`src/rtl/rf_wb_queue.sv`:
```
// Register-file writeback queue: merges load and ALU results into one write port in order.
// Optional macro RF_WB_FWD_EN compiles in forwarding lookups over pending writes.
module rf_wb_queue #(
   parameter int DEPTH = 4
) (
   input  logic                     clk,
   input  logic                     reset,
   input  logic                     alu_valid,
   input  logic [2:0]               alu_rd,
   input  logic [15:0]              alu_data,
   output logic                     alu_ready,
   input  logic                     ld_valid,
   input  logic [2:0]               ld_rd,
   input  logic [15:0]              ld_data,
   output logic                     ld_ready,
   input  logic                     wb_stall,
   output logic                     we,
   output logic [2:0]               ws,
   output logic [15:0]              wd,
   input  logic [2:0]               q1_rs,
   input  logic [2:0]               q2_rs,
   output logic                     q1_hit,
   output logic [15:0]              q1_data,
   output logic                     q2_hit,
   output logic [15:0]              q2_data,
   output logic [$clog2(DEPTH):0]   count,
   output logic                     full,
   output logic                     empty
);

   localparam int PW = $clog2(DEPTH);
   localparam int CW = PW + 1;
   localparam logic [CW-1:0] C_DEPTH = CW'(DEPTH);

   logic [2:0]    r_rd   [DEPTH];
   logic [15:0]   r_data [DEPTH];
   logic [PW-1:0] r_wptr;
   logic [PW-1:0] r_rptr;
   logic [CW-1:0] r_count;
   logic          r_we;
   logic [2:0]    r_ws;
   logic [15:0]   r_wd;

   logic          w_full;
   logic          w_empty;
   logic          w_enq;
   logic          w_pop;
   logic [2:0]    w_enq_rd;
   logic [15:0]   w_enq_data;

   // Status is forced to the idle view while reset is held, before the first reset edge lands.
   assign w_full     = reset & (r_count == C_DEPTH);
   assign w_empty    = ~reset | (r_count == {CW{1'b0}});
   assign ld_ready   = ~w_full;
   assign alu_ready  = ~w_full & ~ld_valid;
   assign w_enq      = reset & ((ld_valid & ld_ready) | (alu_valid & alu_ready));
   assign w_enq_rd   = ld_valid ? ld_rd : alu_rd;
   assign w_enq_data = ld_valid ? ld_data : alu_data;
   assign w_pop      = ~w_empty & ~wb_stall;

   assign full  = w_full;
   assign empty = w_empty;
   assign count = r_count;
   assign we    = r_we;
   assign ws    = r_ws;
   assign wd    = r_wd;

   // Entry storage; contents are only meaningful inside the rptr..wptr window.
   always_ff @(posedge clk) begin
      if (w_enq) begin
         r_rd[r_wptr]   <= w_enq_rd;
         r_data[r_wptr] <= w_enq_data;
      end
   end

   // Pointers, occupancy and the registered write port.
   always_ff @(posedge clk) begin
      if (!reset) begin
         r_wptr  <= {PW{1'b0}};
         r_rptr  <= {PW{1'b0}};
         r_count <= {CW{1'b0}};
         r_we    <= 1'b0;
         r_ws    <= 3'd0;
         r_wd    <= 16'h0000;
      end else begin
         r_we <= w_pop;
         if (w_enq) begin
            r_wptr <= r_wptr + {{(PW-1){1'b0}}, 1'b1};
         end
         if (w_pop) begin
            r_rptr <= r_rptr + {{(PW-1){1'b0}}, 1'b1};
            r_ws   <= r_rd[r_rptr];
            r_wd   <= r_data[r_rptr];
         end
         case ({w_enq, w_pop})
            2'b10:   r_count <= r_count + {{(CW-1){1'b0}}, 1'b1};
            2'b01:   r_count <= r_count - {{(CW-1){1'b0}}, 1'b1};
            default: r_count <= r_count;
         endcase
      end
   end

`ifdef RF_WB_FWD_EN
   // Candidates scanned oldest first (output stage, then queue head onward); the last match wins.
   always_comb begin
      logic w_m1;
      logic w_m2;
      q1_hit  = 1'b0;
      q1_data = 16'h0000;
      q2_hit  = 1'b0;
      q2_data = 16'h0000;
      w_m1    = reset & r_we & (r_ws == q1_rs);
      w_m2    = reset & r_we & (r_ws == q2_rs);
      q1_hit  = w_m1;
      q1_data = w_m1 ? r_wd : 16'h0000;
      q2_hit  = w_m2;
      q2_data = w_m2 ? r_wd : 16'h0000;
      for (int i = 0; i < DEPTH; i++) begin
         w_m1    = reset & (CW'(i) < r_count) & (r_rd[r_rptr + PW'(i)] == q1_rs);
         w_m2    = reset & (CW'(i) < r_count) & (r_rd[r_rptr + PW'(i)] == q2_rs);
         q1_hit  = q1_hit | w_m1;
         q1_data = w_m1 ? r_data[r_rptr + PW'(i)] : q1_data;
         q2_hit  = q2_hit | w_m2;
         q2_data = w_m2 ? r_data[r_rptr + PW'(i)] : q2_data;
      end
   end
`else
   logic w_unused_rs;
   assign w_unused_rs = ^{q1_rs, q2_rs};
   assign q1_hit  = 1'b0;
   assign q1_data = 16'h0000;
   assign q2_hit  = 1'b0;
   assign q2_data = 16'h0000;
`endif

endmodule

```
`config.mk`:
```
export PLATFORM = sky130hd
export DESIGN_NAME = rf_wb_queue
export DESIGN_NICKNAME = d
export VERILOG_FILES = /design/src/rtl/rf_wb_queue.sv
export SDC_FILE = /design/constraint.sdc
export NUM_CORES = 1
export LEC_CHECK = 0
export BUFFER_PORTS_ARGS = -buffer_cell sky130_fd_sc_hd__buf_2
export CORE_MARGIN = 1
export CORE_UTILIZATION = 50
export CTS_CLUSTER_DIAMETER = 150
export DETAILED_ROUTE_END_ITERATION = 6
export PLACE_DENSITY_LB_ADDON = 0.05
export SYNTH_ARGS = -nofsm -noshare
export SYNTH_HDL_FRONTEND = slang
export SYNTH_SLANG_ARGS = --single-unit
```
`constraint.sdc`:
```
create_clock -name clk -period 3.15 [get_ports clk]
set_clock_uncertainty 0.1 [all_clocks]
set_input_delay 0.315 -clock clk [delete_from_list [all_inputs] [get_ports clk]]
set_output_delay 0.315 -clock clk [all_outputs]
set_load 0.03 [all_outputs]
```
==> flow_summary.yaml, run 1 <==
finish:
  fin_cells: 442
  layout.nets: 387
  multi_input_area_um2: 1239
  antenna_cells: 0
  drive_gt1_share_pct: 39.47
  n_fill_cell: 649
  area_growth_pct: 12.70
  final-seq-area_um2: 2824
worst_setup_path:
  r2r-start: "count[2]"
  cp-startpoint: "count[2]"
  reg2reg_depth: 9
  path_cells: "or3b_1 -> and2_1 -> inv_1 -> ha_1 -> inv_1 -> fa_1 -> xor2_1 -> or3_1 -> a21oi_1"
  r2r-end: "count[2]"
  critPathArrivalTime_ns: 2.70
  critical_path_class: "flip-flop to flip-flop"
  cp_data_required_time_ns: 3.32
  crit_top_cell: "inv_1"
  crit_fanout: 9
  crit_buf_inv: 2
  max_stage_delay_ns: 0.50
  cp-end-kind: "flip-flop"
  crit_slowest_cell: "or3b_1"
  regToRegSetupSlack_ns: 0.62
  crit_family: "simple AND/OR/NAND/NOR gates"
  startpoint_type: "flip-flop"
global_routing:
  grt_overflow: 0
  grt.total_usage_pct: 17.42
  grt_pass1_vias: 2079
  grt_pass1_wl_mm: 11.16
  antenna_found_initial: 0
  grt_max_degree: 23
routing:
  vias_per_cell: 4.977
  post-route-drc-count: 0
  drt_first_pass_iters: 4
  vias: 2200
  routedWlPerCell_um: 16.26
  drt_iter0_markers: 68
  drt_wl_total_mm: 7.187
  ant_nets: 0
timing:
  slew_viol_final: 0
  setup_viol: 0
  max_freq_mhz: 394.7
  tightest_slew_ns: 1.036
  relSlewSlack_pct: 30.86
  final-hold-violation-count: 0
  rsz0062_at_grt: "no"
  fin_crit_sh_pct: 80.42
  post-route-min-period_ns: 2.533
  tns_ns: 0
floorplan:
  core_um2: 8258
  initial_core_util_pct: 51.88
  io-pin-count: 110
  die_w_um: 94.57
  die_y_um: 94.57
  dieArea_um2: 8943
  fp-row-count: 33
worst_hold_path:
  hp-start: "wb_stall"
  whs_path_depth: 2
  hold_end: "we"
  hold_path.class: "input pin to flip-flop"
placed_design:
  dp_cells: 426
  dp_hpwl_mm: 4.475
  portBuffers: 69
  place_congestion: 0.7188
synthesis:
  synthDistinctLibCells: 33
  ys_top_cells_by_count: "76 x edfxtp_1, 37 x buf_4, 27 x dfxtp_1"
  synth_area_um2: 4284
  synth_fa_ha_area_share_pct: 1.928
  synth_top_family_by_area: "multiplexers"
  synth_xor_area_share_pct: 0.4089
  synth.most_common_cell: "edfxtp_1"
  yosys.area.top_type: "edfxtp_1"
  synth.area.mux_share_pct: 15.16
  postSynthCellCount: 255
  synth_area_per_cell_um2: 16.80
  synth_ff_type: "edfxtp_1"
  synth-seq-cells: 103
  synth_edf_count: 76
  yosys_warnings: 0
  synth_simple_gate_area_share_pct: 2.745
  synthTopCellsByArea: "edfxtp_1 53%, dfxtp_1 13%, mux4_2 8.9%"
  ys_async_sr_fraction_pct: 0
  synth_top_area_share_pct: 53.27
  ys_seq_area_share_pct: 65.89
  synth_compound_area_share_pct: 5.578
cts:
  cts-root-buf: "clkbuf_8"
  clkLatencyLatePin_ns: 0.34
  cts_max_level: 3
  clkSlewWorstSetupHoldPaths_ns: 0.09
  postCtsHoldBufs: 0
  cts_buffers: 9
  clock_path_buffers: 2
  postCtsSetupBuffers: 0
  cts_tree: "built"
  post_cts_resized: 0
  clock-sinks: 103
flow_run:
  max_cap_viol_count: 0
pwr:
  power_density_nw_per_um2: 617.7
  power.internal_w: 0.002157
  comb_power_share_pct: 18.2
  switching_power_w: 0.0008260
  swShare_pct: 27.69
  p_leak_nw: 1.852
  ir_drop_mv: 0.2608
  clkPwrFrac_pct: 26.6
  p_seq_share_pct: 55.2
run_status:
  status: "finished clean"
[how the worst max path moves through the flow]
stage                           to  cells after the start  slack (ns)
after global placement    count[2]                     10        0.60
after floorplan           count[2]                     10        0.57
after CTS                 count[2]                      9        0.62
final                     count[2]                      9        0.62
after detailed placement  count[2]                     10        0.55
after global routing      count[2]                      9        0.48
[state kept, by name, indices dropped and copies added, names as in the netlist]
| signal | flops |
|---|---|
| r_data | 64 |
| wd | 16 |
| r_rd | 12 |
| count | 3 |
| ws | 3 |
| r_rptr | 2 |
| r_wptr | 2 |
| we | 1 |
[metrics by stage]
step | total power, W | hold WS (ns) | util (%) | setup WS (ns) | instance area [µm²]
after floorplan | 0.002111 | 0.2943 | - | 0.5728 | 4408
after global placement | 0.002221 | 0.3569 | 56.20 | 0.5962 | 4641
after detailed placement | 0.002232 | 0.3615 | 56.20 | 0.5525 | 4641
after CTS | 0.003022 | 0.1220 | 58.47 | 0.6224 | 4828
after global routing | 0.003128 | 0.1318 | 58.47 | 0.4751 | 4828
final | 0.002983 | 0.1432 | 58.47 | 0.6167 | 4828
[cells by family after synthesis]
family          count (synthesis)
compound gates                 31
xor+xnor                        2
fa+ha+maj                       6
buf+inv                        54
flops                         103
mux                            38
other cells                     1
simple gates                   20
[routing by layer]
metal / global-route usage [%] / share of wire, %
met2: 28.56 / 50
met3: 3.945 / 4.2
met1: 23.44 / 45
met4: 4.924 / 0.78
met5: 0 / 0
[final cells by class]
type / count / area share (%)
Clock inverter: 5 / 1.166
Tap cell: 105 / 2.721
Sequential cell: 103 / 58.49
Multi-Input combinational cell: 131 / 25.65
Timing Repair Buffer: 78 / 8.551
Inverter: 9 / 0.6997
Clock buffer: 11 / 2.721
[worst register-to-register path, cell delays in order, from the launching register on]
cell,delay (ns)
dfxtp_1,0.40
or3b_1,0.50
and2_1,0.21
inv_1,0.05
ha_1,0.18
inv_1,0.06
fa_1,0.37
xor2_1,0.15
or3_1,0.31
a21oi_1,0.14
[power by group through the flow]
stage	clock network, W	registers (W)	logic [W]
6_report	0.000794	0.00165	0.000541
5_1_grt	0.000870	0.00167	0.000592
4_1_cts	0.000819	0.00165	0.000551
3_5_place_dp	0	0.00168	0.000549
3_3_place_gp	0	0.00168	0.000540
2_1_floorplan	0	0.00173	0.000386
[layout by cell type (no fill, tap or decap), types with 2 or more instances in the layout]
| cell type | count |
|---|---|
| edfxtp_1 | 76 |
| buf_2 | 69 |
| conb_1 | 34 |
| dfxtp_1 | 26 |
| mux2_2 | 19 |
| a22o_1 | 19 |
| mux4_2 | 17 |
| clkbuf_8 | 9 |
| buf_4 | 9 |
| inv_1 | 6 |
| a21oi_1 | 5 |
| ha_1 | 5 |
| and3_1 | 4 |
| nor2_1 | 4 |
| nor3_2 | 2 |
| inv_2 | 2 |
| o21a_1 | 2 |
| mux4_1 | 2 |
| nand3_1 | 2 |
| o21ai_0 | 2 |
| or3_1 | 2 |
| xor2_1 | 2 |
| o31ai_1 | 2 |
| clkinv_2 | 2 |
| clkbuf_1 | 2 |
(Power assumes the default switching activity.)
==> run 2, diff against run 1 <==
Settings changed: CORE_UTILIZATION 50 to 47.
Clock period 3.15 ns to 2.2 ns, I/O delays scaled along.
==> run 2 against run 1 <==
Effect of this change:
- the run now ends with negative setup slack left
- critical endpoint unchanged
- power increased by 48%
- clock power grew 51%
- sequential share of layout area shrank 1.6 points
- core utilization is 1.7 points lower
- clock-buffer cell count fell by 2
- global-route usage decreased by 0.39 points
- fmax is 15% higher
- wire length is 4.6% higher
- final cell count grew 3.2%
==> flow_summary.yaml, run 2 (same netlist as run 1, synthesis figures left out) <==
timing:
  post-route-min-period_ns: 2.207
  slew_viol_final: 0
  fin_crit_sh_pct: 100.3
  setup_viol: 1
  final-hold-violation-count: 0
  max_freq_mhz: 453.1
  hold-worst-slack_ns: 0.1067
  fin_ws_ns: -0.006880
  rsz0062_at_grt: "yes"
worst_setup_path:
  cp_data_required_time_ns: 2.40
  cp-startpoint: "count[1]"
  critPathArrivalTime_ns: 2.40
  critical_path_class: "flip-flop to flip-flop"
  crit_fanout: 2
  reg2reg_depth: 9
  crit_path_end: "count[2]"
  regToRegSetupSlack_ns: -0.007
  cp-end-kind: "flip-flop"
  r2r-start: "count[1]"
  startpoint_type: "flip-flop"
  r2r-end: "count[2]"
floorplan:
  dieArea_um2: 9501
  io-pin-count: 110
  initial_core_util_pct: 48.89
  die_w_um: 97.48
  fp-row-count: 34
  core_um2: 8763
  die_y_um: 97.48
routing:
  route.met2.wl_mm: 3.642
  met1_length_mm: 3.399
  drt_first_pass_iters: 4
  drt_iter0_markers: 111
  vias: 2321
  post-route-drc-count: 0
  vias_per_cell: 5.090
  topRoutingLayerUsed: "met4"
  ant_nets: 0
  wl_met3_um: 395
  routedWlPerCell_um: 16.48
  drt_wl_total_mm: 7.515
finish:
  antenna_cells: 0
  final-seq-area_um2: 2834
  top_register: "r_data"
  largest_reg_flops: 64
  layout_common_cells: "76 x edfxtp_1, 69 x buf_2, 34 x conb_1"
  area_growth_pct: 16.21
  n_fill_cell: 718
  fin_cells: 456
  layout.nets: 398
  final_common_cell: "edfxtp_1"
  multi_input_area_um2: 1262
  post-route-util_pct: 56.81
  drive_gt1_share_pct: 44.25
cts:
  cts_max_level: 3
  clkSlewWorstSetupHoldPaths_ns: 0.10
  clkLatencyLatePin_ns: 0.36
  postCtsSetupBuffers: 0
  clock-sinks: 103
  cts_buffers: 9
  clock_path_buffers: 2
  cts-root-buf: "clkbuf_8"
  cts_tree: "built"
pwr:
  power_density_nw_per_um2: 885.6
  p_leak_nw: 1.920
  ir_drop_mv: 0.3806
placed_design:
  place_congestion: 0.7518
  dp_hpwl_mm: 4.770
  portBuffers: 69
  dp_cells: 439
global_routing:
  grt_pass1_vias: 2284
  grt_max_degree: 21
  grt_pass1_wl_mm: 12.10
  grt_overflow: 0
  antenna_found_initial: 0
  grt.total_usage_pct: 17.03
run_status:
  violations: "negative setup slack"
  status: "finished with violations"
worst_hold_path:
  hold_path.class: "input pin to flip-flop"
flow_run:
  max_cap_viol_count: 0
[run 2: cell count changes in the layout (fill, tap and decap cells not counted), moves of 2 or more]
cell	previous run	this run
dfxtp_4	0	3
inv_1	6	4
clkbuf_1	2	0
dfxtp_1	26	24
inv_2	2	4
buf_4	9	18
[run 2: what timing repair did]
action / in CTS / in global routing
endpoints found under the setup margin: 1 / 1
hold buffers: 1 / 0
cloned: 0 / 0
resized for setup: 4 / 1
endpoints found under the hold margin: 1 / 0
[run 2: layer usage]
metal	vias up	global-route usage, %
met4	0	5.769
met2	98	27.60
met1	1133	22.31
met3	6	4.532
met5	-	0
li1	1084	-
[run 2: worst max-delay path: stages, from the launching register on]
cell	delay, ns
dfxtp_4	0.35
or3b_4	0.39
and2_4	0.15
inv_2	0.06
ha_4	0.13
inv_2	0.03
fa_2	0.32
xor2_1	0.16
or3_1	0.32
a21oi_2	0.11
[run 2: cell type report]
| type | count | share of cell area, % |
|---|---|---|
| clock buffer | 9 | 2.488 |
| clock inverter | 7 | 1.583 |
| inverter | 9 | 0.6786 |
| multi-input combinational | 131 | 25.36 |
| sequential | 103 | 56.92 |
| tap | 108 | 2.714 |
| timing repair buffer | 89 | 10.25 |
[run 2: power breakdown]
| part | internal, W | switching (W) | leakage [nW] | total [W] |
|---|---|---|---|---|
| sequential | 0.00225 | 0.0000566 | 0.916 | 0.00231 |
| combinational | 0.000365 | 0.000540 | 0.905 | 0.000905 |
| clock | 0.000540 | 0.000656 | 0.0982 | 0.00120 |
| total | 0.00316 | 0.00125 | 1.92 | 0.00441 |
[run 2: worst min-delay path by stage]
stage,startpoint,to,cells after the start
after floorplan,wb_stall,we,1
after global placement,ws[1],ws[1],1
after detailed placement,ws[1],ws[1],1
after CTS,ld_data[9],r_data[2][9],2
after global routing,alu_data[9],r_data[3][9],2
final,ld_data[9],r_data[3][9],2
[run 2: stage by stage]
step           instance area [µm²]  setup WS (ns)  total power, W  setup TNS (ns)
3_5_place_dp                  4750       -0.03172        0.003258        -0.03172
5_1_grt                       4979       -0.08145        0.004608        -0.08145
6_report                      4979      -0.006880        0.004409       -0.006880
3_3_place_gp                  4750       0.006408        0.003244               0
2_1_floorplan                 4437        -0.1458        0.003034         -0.1458
4_1_cts                       4975      -0.006499        0.004467       -0.006499
